File: src/rtl/shift_unit_if.sv
// Request/response bundle for the multi-cycle shift unit.
// slave: the shift unit itself; master: whoever issues shifts and takes results.
interface shift_unit_if #(
  parameter int WIDTH = 16,
  parameter int AMT_W = $clog2(WIDTH) + 1
) ();
  logic             in_valid;
  logic             in_ready;
  logic [WIDTH-1:0] in_data;
  logic [AMT_W-1:0] in_amt;
  logic [1:0]       in_mode;
  logic             out_valid;
  logic             out_ready;
  logic [WIDTH-1:0] out_data;
  logic             out_carry;
  logic             busy;

  modport slave (
    input  in_valid, in_data, in_amt, in_mode, out_ready,
    output in_ready, out_valid, out_data, out_carry, busy
  );

  modport master (
    output in_valid, in_data, in_amt, in_mode, out_ready,
    input  in_ready, out_valid, out_data, out_carry, busy
  );
endinterface

File: src/rtl/shift_unit_seq.sv
// Iterative shift unit: shifts by up to STEP bits per cycle until the
// requested amount is consumed, then holds result + carry until taken.
// Modes: 00 LSL, 01 LSR, 10 ASR, 11 ROL.
// Build option: SHIFT_UNIT_ROTATE_EN enables the rotate datapath; without
// it mode 11 is an alias of LSL (same result, carry and latency).
module shift_unit_seq #(
  parameter int WIDTH = 16,
  parameter int STEP  = 6,
  parameter int AMT_W = $clog2(WIDTH) + 1
) (
  input logic          clk,
  input logic          rst,
  shift_unit_if.slave  io
);

  typedef enum logic [1:0] {S_IDLE, S_SHIFT, S_DONE} state_t;

  state_t           state_q, state_d;
  logic [WIDTH-1:0] work_q, work_d;       // operand being shifted
  logic [AMT_W-1:0] rem_q, rem_d;         // bits still to shift
  logic [1:0]       mode_q, mode_d;
  logic             carry_q, carry_d;
  logic [WIDTH-1:0] out_data_q, out_data_d; // only written on entry to DONE

  logic [AMT_W-1:0]   k;
  logic [WIDTH:0]     lsl_ext;  // {carry, data}
  logic [WIDTH:0]     lsr_ext;  // {data, carry}
  logic signed [WIDTH:0] asr_ext;
  logic [WIDTH-1:0]   step_data;
  logic               step_carry;

  // One step of the datapath: k = min(remaining, STEP). The extra bit on the
  // extended vectors catches the last bit moved out, which is the carry.
  always_comb begin
    k          = (rem_q > AMT_W'(STEP)) ? AMT_W'(STEP) : rem_q;
    lsl_ext    = {1'b0, work_q} << k;
    lsr_ext    = {work_q, 1'b0} >> k;
    asr_ext    = $signed({work_q, 1'b0}) >>> k;
    step_data  = lsl_ext[WIDTH-1:0];
    step_carry = lsl_ext[WIDTH];
    case (mode_q)
      2'b01: begin
        step_data  = lsr_ext[WIDTH:1];
        step_carry = lsr_ext[0];
      end
      2'b10: begin
        step_data  = asr_ext[WIDTH:1];
        step_carry = asr_ext[0];
      end
`ifdef SHIFT_UNIT_ROTATE_EN
      2'b11: begin
        // k == WIDTH gives work_q >> 0 on the wrap side: a full rotation.
        step_data  = lsl_ext[WIDTH-1:0] | (work_q >> (AMT_W'(WIDTH) - k));
        step_carry = lsl_ext[WIDTH];
      end
`else
      2'b11: begin
        step_data  = lsl_ext[WIDTH-1:0];
        step_carry = lsl_ext[WIDTH];
      end
`endif
      default: begin
        step_data  = lsl_ext[WIDTH-1:0];
        step_carry = lsl_ext[WIDTH];
      end
    endcase
  end

  // Next-state logic: accept in IDLE, iterate in SHIFT, hold in DONE.
  always_comb begin
    state_d    = state_q;
    work_d     = work_q;
    rem_d      = rem_q;
    mode_d     = mode_q;
    carry_d    = carry_q;
    out_data_d = out_data_q;
    case (state_q)
      S_IDLE: begin
        if (io.in_valid) begin
          work_d  = io.in_data;
          rem_d   = io.in_amt;
          mode_d  = io.in_mode;
          carry_d = 1'b0;
          if (io.in_amt == '0) begin
            out_data_d = io.in_data;
            state_d    = S_DONE;
          end else begin
            state_d = S_SHIFT;
          end
        end
      end
      S_SHIFT: begin
        work_d  = step_data;
        carry_d = step_carry;
        rem_d   = rem_q - k;
        if (rem_q == k) begin
          out_data_d = step_data;
          state_d    = S_DONE;
        end
      end
      S_DONE: begin
        if (io.out_ready) state_d = S_IDLE;
      end
      default: state_d = S_IDLE;
    endcase
  end

  // State and datapath registers; reset discards any in-flight request.
  always_ff @(posedge clk or posedge rst) begin
    if (rst) begin
      state_q    <= S_IDLE;
      work_q     <= '0;
      rem_q      <= '0;
      mode_q     <= '0;
      carry_q    <= 1'b0;
      out_data_q <= '0;
    end else begin
      state_q    <= state_d;
      work_q     <= work_d;
      rem_q      <= rem_d;
      mode_q     <= mode_d;
      carry_q    <= carry_d;
      out_data_q <= out_data_d;
    end
  end

  // Status outputs decoded straight from state; in_ready drops during reset.
  always_comb begin
    io.in_ready  = (state_q == S_IDLE) && !rst;
    io.out_valid = (state_q == S_DONE);
    io.busy      = (state_q != S_IDLE);
    io.out_data  = out_data_q;
    io.out_carry = carry_q;
  end

endmodule

File: src/flat_wrapper.sv
// flat-port wrapper written by rule: the top's interface ports become plain ports
module shift_unit_seq_flat 
#(
  parameter int WIDTH = 16,
  parameter int STEP  = 6,
  parameter int AMT_W = $clog2(WIDTH) + 1
)
  (clk, rst, io_in_valid, io_in_data, io_in_amt, io_in_mode, io_out_ready, io_in_ready, io_out_valid, io_out_data, io_out_carry, io_busy);
  shift_unit_if #(.WIDTH(WIDTH), .AMT_W(AMT_W)) io_i ();
  input logic clk;
  input logic rst;
  input wire logic [$bits(io_i.in_valid)-1:0] io_in_valid;
  input wire logic [$bits(io_i.in_data)-1:0] io_in_data;
  input wire logic [$bits(io_i.in_amt)-1:0] io_in_amt;
  input wire logic [$bits(io_i.in_mode)-1:0] io_in_mode;
  input wire logic [$bits(io_i.out_ready)-1:0] io_out_ready;
  output wire logic [$bits(io_i.in_ready)-1:0] io_in_ready;
  output wire logic [$bits(io_i.out_valid)-1:0] io_out_valid;
  output wire logic [$bits(io_i.out_data)-1:0] io_out_data;
  output wire logic [$bits(io_i.out_carry)-1:0] io_out_carry;
  output wire logic [$bits(io_i.busy)-1:0] io_busy;
  assign io_i.in_valid = io_in_valid;
  assign io_i.in_data = io_in_data;
  assign io_i.in_amt = io_in_amt;
  assign io_i.in_mode = io_in_mode;
  assign io_i.out_ready = io_out_ready;
  assign io_in_ready = io_i.in_ready;
  assign io_out_valid = io_i.out_valid;
  assign io_out_data = io_i.out_data;
  assign io_out_carry = io_i.out_carry;
  assign io_busy = io_i.busy;
  shift_unit_seq #(.WIDTH(WIDTH), .STEP(STEP), .AMT_W(AMT_W)) u_core (.clk(clk), .rst(rst), .io(io_i));
endmodule
File: config.mk
export PLATFORM = sky130hd
export DESIGN_NAME = shift_unit_seq_flat
export DESIGN_NICKNAME = d
export VERILOG_FILES = /design/src/rtl/shift_unit_if.sv /design/src/rtl/shift_unit_seq.sv /design/src/flat_wrapper.sv
export SDC_FILE = /design/constraint.sdc
export NUM_CORES = 1
export LEC_CHECK = 0
export BUFFER_PORTS_ARGS = -buffer_cell sky130_fd_sc_hd__buf_2
export CAP_MARGIN = 0
export CORE_MARGIN = 2
export CORE_UTILIZATION = 34
export CTS_CLUSTER_DIAMETER = 100
export CTS_CLUSTER_SIZE = 30
export DETAILED_ROUTE_END_ITERATION = 16
export SKIP_LAST_GASP = 1
export SYNTH_ARGS = -nofsm -noshare
export SYNTH_HDL_FRONTEND = slang
export SYNTH_SLANG_ARGS = --single-unit
File: constraint.sdc
create_clock -name clk -period 4.9 [get_ports clk]
set_clock_uncertainty 0.05 [all_clocks]
set_input_delay 0.98 -clock clk [delete_from_list [all_inputs] [get_ports clk]]
set_output_delay 0.98 -clock clk [all_outputs]
set_load 0.01 [all_outputs]
== Yosys cells after proc, flatten, opt, wreduce, memory -nomap -nowiden ==
Index checks and enable logic that the tools add are counted.

* Word-level logic and storage cells: 48
* Bits in registers: 42
* Bits of input ports: 27
* Output and inout port bits: 20

* Equal/unequal tests: 9
* Reduce and logical (&&, ||, !) cells: 10
* Magnitude comparators: 1
* Muxes and demuxes: 18
* Add/subtract/negate cells: 1
* Shift operators: 3

{| class="wikitable"
|+ Operator list
! operator !! count
|-
| 16-bit case mux with 2 select lines || 3
|-
| 16-bit two-way mux || 4
|-
| 16-bit by 5-bit << shifter with 17-bit output || 1
|-
| 17-bit by 5-bit right shift with 17-bit output || 1
|-
| 17-bit by 5-bit >>> shifter with 17-bit output || 1
|-
| 5-bit two-way mux || 2
|-
| 5-bit case mux with 2 select lines || 1
|-
| 2-bit two-way mux || 4
|-
| 2-bit case mux with 3 select lines || 1
|-
| 5-bit == test || 1
|-
| 5-bit by 3-bit greater-than comparator with 1-bit output (second input constant) || 1
|-
| 5-bit zero test || 1
|-
| 5-bit subtractor || 1
|-
| 2-bit by 1-bit == test with 1-bit output (second input constant) || 2
|-
| 2-bit == test (second input constant) || 2
|-
| 2-bit by 1-bit inequality test with 1-bit output (second input constant) || 2
|-
| 2-bit inequality test (second input constant) || 2
|-
| 1-bit case mux with 2 select lines || 2
|-
| 2-bit AND reduction || 2
|-
| 4-bit AND reduction || 1
|-
| 2-bit nonzero test || 2
|-
| 3-bit AND reduction || 1
|-
| 2-bit zero test || 1
|-
| 1-bit logical AND || 1
|-
| other kinds (2) || 2
|}

== Logic depth before layout (Yosys ltp) ==
* Word-level depth: 6
* Depth in mapped cells: 9

== Worst setup path after synthesis ==
No wires, ideal clock.

* Kind: input -> register
* Start point: in io_in_amt[0]
* End point: reg u_core.out_data_q[4] (netlist: u_core.io.out_data[4])
* Arrival time: 2.408 ns
* Stages: 5
* Data required time: 4.723 ns
* Slack: 2.314 ns
* Path through: or4_1 -> o21ai_0 -> nand3_1 -> clkbuf_1 -> mux2_1

* Word-level cells in the longest chain between the ends: 3

{| class="wikitable"
|+ RTL lines
! what !! RTL line !! source
|-
| start: declaration || flat_wrapper.sv:14 || <nowiki>input wire logic [$bits(io_i.in_amt)-1:0] io_in_amt;</nowiki>
|-
| 5-bit zero test || shift_unit_seq.sv:84 || <nowiki>if (io.in_amt == '0) begin</nowiki>
|-
| 2-bit by 1-bit inequality test with 1-bit output (no source line) || -- ||
|-
| 4-bit AND reduction (no source line) || -- ||
|-
| end signal: assignment || shift_unit_seq.sv:123 || <nowiki>out_data_q <= out_data_d;</nowiki>
|-
| end: declaration || shift_unit_seq.sv:23 || <nowiki>logic [WIDTH-1:0] out_data_q, out_data_d;</nowiki>
|}

No other way between the ends.
A chain may end at the register's enable or synchronous reset.

== Final worst setup path ==
* Start point: reg u_core.rem_q[1]
* End point: reg u_core.out_data_q[11] (netlist: u_core.io.out_data[11])

* Word-level cells in the longest chain between the ends: 6

{| class="wikitable"
|+ RTL lines
! what !! RTL line !! source
|-
| start: declaration || shift_unit_seq.sv:20 || <nowiki>logic [AMT_W-1:0] rem_q, rem_d;</nowiki>
|-
| start signal: assignment || shift_unit_seq.sv:120 || <nowiki>rem_q <= rem_d;</nowiki>
|-
| 5-bit by 3-bit greater-than comparator with 1-bit output || shift_unit_seq.sv:35 || <nowiki>k = (rem_q > AMT_W'(STEP)) ? AMT_W'(STEP) : rem_q;</nowiki>
|-
| 5-bit two-way mux || shift_unit_seq.sv:35 ||
|-
| 16-bit by 5-bit << shifter with 17-bit output, or another cell as far along || shift_unit_seq.sv:36 || <nowiki>lsl_ext = {1'b0, work_q} << k;</nowiki>
|-
| 16-bit case mux with 2 select lines || shift_unit_seq.sv:41 || <nowiki>case (mode_q)</nowiki>
|-
| 16-bit two-way mux || shift_unit_seq.sv:96 || <nowiki>if (rem_q == k) begin</nowiki>
|-
| 16-bit case mux with 2 select lines || shift_unit_seq.sv:77 || <nowiki>case (state_q)</nowiki>
|}

Parallel ways exist; a longest one is shown, timed or not. The select of a mux whose other input is x is not followed.

==> flow_summary.toml <==
[sta]
fin_crit_ns = 3.264
relSlewSlack_pct = 30.48
grt_setup_unrepaired = "no"
final_max_slew_viol_count = 0
setup-violations-final = 0
tightest_slew_ns = 1.043
fmax_ghz = 0.3064
hold_violations = 0
setup_slack_ns = 1.636
final.setup.tns_ns = 0
timing.final.crit_share_pct = 66.61

[placement]
dp_slack_ns = 1.679
io_buffer_count = 46
place_congestion = 1.011
hpwl_um = 8898
place_inst = 619
placed_area_mm2 = 0.003913

[setup_path]
crit_fanout = 32
r2r_start = "u_core.rem_q[1]"
cp-start-kind = "register"
cp_slowest_cell = "dfrtp_1"
crit_required_ns = 5.04
end_kind = "register"
crit_path_cell_trace = "nand2_1, o21ai_0, nand2_1, nand3_1, buf_4, o21ai_0"
reg2reg_depth = 6
slowest_delay_ns = 1.03
startpoint = "u_core.rem_q[1]"
critical_path_class = "register to register"
critical_path_arrival_ns = 3.40

[synth]
yosys.area.top_type = "dfrtp_1"
async_flop_share_pct = 100.0
synth_cells = 475
synth-seq-area-share_pct = 28.24
synthTopCellsByArea = "dfrtp_1 (28%), nand2_1 (6.2%), o31ai_1 (4.4%)"
synth_top_area_share_pct = 28.24
synth_cell_types = 76
syn-num-nets = 505
ys_warn_count = 0
netlist_area_mm2 = 0.003721
synth_edf_count = 0
synth-main-ff-cell = "dfrtp_1"
syn_avg_cell_area_um2 = 7.834
ys_ff_latch = 42

[clock_network]
insertion_delay_ns = 0.31
cts_hold_buf = 0
cts.sink_count = 42
cts_resized = 0
tritoncts = "done"
htreeDepth = 2
cts_buffers = 5
cts_root_buf = "clkbuf_8"
post_cts_buffers = 0
clk_pin_slew_ns = 0.09
clock_path_buffers = 2

[route]
ant_nets = 0
drc = 0
dr.pass1.iters = 6
wl_per_cell_um = 20.77
wl_um = 13020
routed_via_density = 6.461
drt_iter0_markers = 606
via_count = 4051

[floorplanning]
die_h_um = 108.6
start_util_pct = 34.63
core.rowCount = 38
core_area_mm2 = 0.01075
die_area_mm2 = 0.01180
die_w_um = 108.6
io_pins = 47

[cells_and_area]
syn_to_final_growth_pct = 8.104
final_nets = 516
drive_gt1_share_pct = 17.86
diodes = 0
layout_common_cells = "nand2_1 (61), buf_2 (46), dfrtp_1 (42), nor2_1 (38), a21oi_1 (32)"
fin_area_mm2 = 0.004023
layout_commonest_cell = "nand2_1"
fin_cells = 627

[grt]
first_global_vias = 3691
grtUsageTotal_pct = 22.23
antenna_found_initial = 0
grt_overflow_total = 0
grt_pass1_wl_um = 20160
grt_max_degree = 43

[power_and_ir_drop]
max-vdd-ir-drop_v = 0.0002557
p_total_mw = 3.171
powerDensity_mw_per_mm2 = 788.2
leakage_nw = 1.590

[worst_hold_path]
min_path_type = "register to register"
hold_depth = 2
hold_start = "u_core.io.out_data[0]"

[flow_run]
maxCapViolCount = 0

[status]
status = "finished, final reports clean"
-- sequential cells by signal, summed over array words and instances, names as in the netlist --
signal and flops:
u_core.work_q 16, u_core.mode_q 2, u_core.io.out_data 16, u_core.state_q 2, u_core.io.out_carry 1, u_core.rem_q 5
-- power breakdown --
group / switching [mW] / internal, mW / total (mW)
clock network: 0.134 / 0.152 / 0.287
logic: 1.25 / 0.723 / 1.97
registers: 0.388 / 0.521 / 0.909
total: 1.77 / 1.40 / 3.17
-- layer usage --
| metal | up-vias | global-route usage [%] | wire length [um] |
|---|---|---|---|
| li1 | 1796 | - | - |
| met1 | 1913 | 30.07 | 5322 |
| met2 | 275 | 34.02 | 5803 |
| met3 | 67 | 4.304 | 1247 |
| met4 | 0 | 10.71 | 646 |
| met5 | - | 0 | 0 |
-- critical path, delay by kind of cell (launching register included) --
family,cells,cell delay [ns]
AO/OA/AOI/OAI,2,0.57
buffers and inverters,1,0.33
AND/OR/NAND/NOR,3,1.15
flip-flops,1,1.03
-- cells in the mapped netlist (all sizes together), types with 3 or more instances --
cell type	instances
a2111oi	3
a211o	3
a211oi	10
a21boi	3
a21o	3
a21oi	33
a221oi	5
a22o	3
a311oi	6
a31oi	11
and2	4
and3	4
buf	29
clkbuf	20
dfrtp	42
ha	3
inv	9
mux2	9
mux2i	10
nand2	61
nand2b	5
nand3	15
nand4	5
nor2	40
nor2b	3
nor3	11
nor3b	5
nor4	7
o211ai	3
o21ai	32
o221ai	7
o22ai	10
o311ai	3
o31ai	23
or3	3
or4	3
-- kinds of logic after synthesis --
logic type / share of synthesized area [%]
simple gates: 25.05
mux: 5.414
other cells: 0.1008
fa+ha+maj: 1.009
xor+xnor: 0.2354
flops: 28.24
compound gates: 31.51
buf+inv: 8.440
-- layout make-up --
cell class                 instances  area (um2)
fill                            1168        6723
multi-input combinational        373        2362
sequential                        42        1051
timing repair buffer              53       282.8
tap                              140       175.2
clock buffer                       6       72.57
inverter                          11       41.29
clock inverter                     2       37.54
-- metrics by stage --
step / hold slack [ns] / util [%]
global route: 0.4522 / 37.44
floorplan: 0.4562 / -
global placement: 0.4064 / 36.41
detailed placement: 0.4128 / 36.41
CTS: 0.4327 / 37.44
finish: 0.4306 / 37.44
-- path summary, 6_finish.rpt --
path / endpoint / slack (ns)
min in group asynchronous: u_core.io.out_data[13] / 0.81
worst min register to register: u_core.io.out_data[0] / 0.43
worst max register to register: u_core.io.out_data[11] / 1.64
worst max-delay path: u_core.io.out_data[11] / 1.64
max in group asynchronous: u_core.io.out_carry / 3.43
worst min-delay path: u_core.io.out_data[0] / 0.43
No activity file was read; power rests on OpenSTA's default activity.
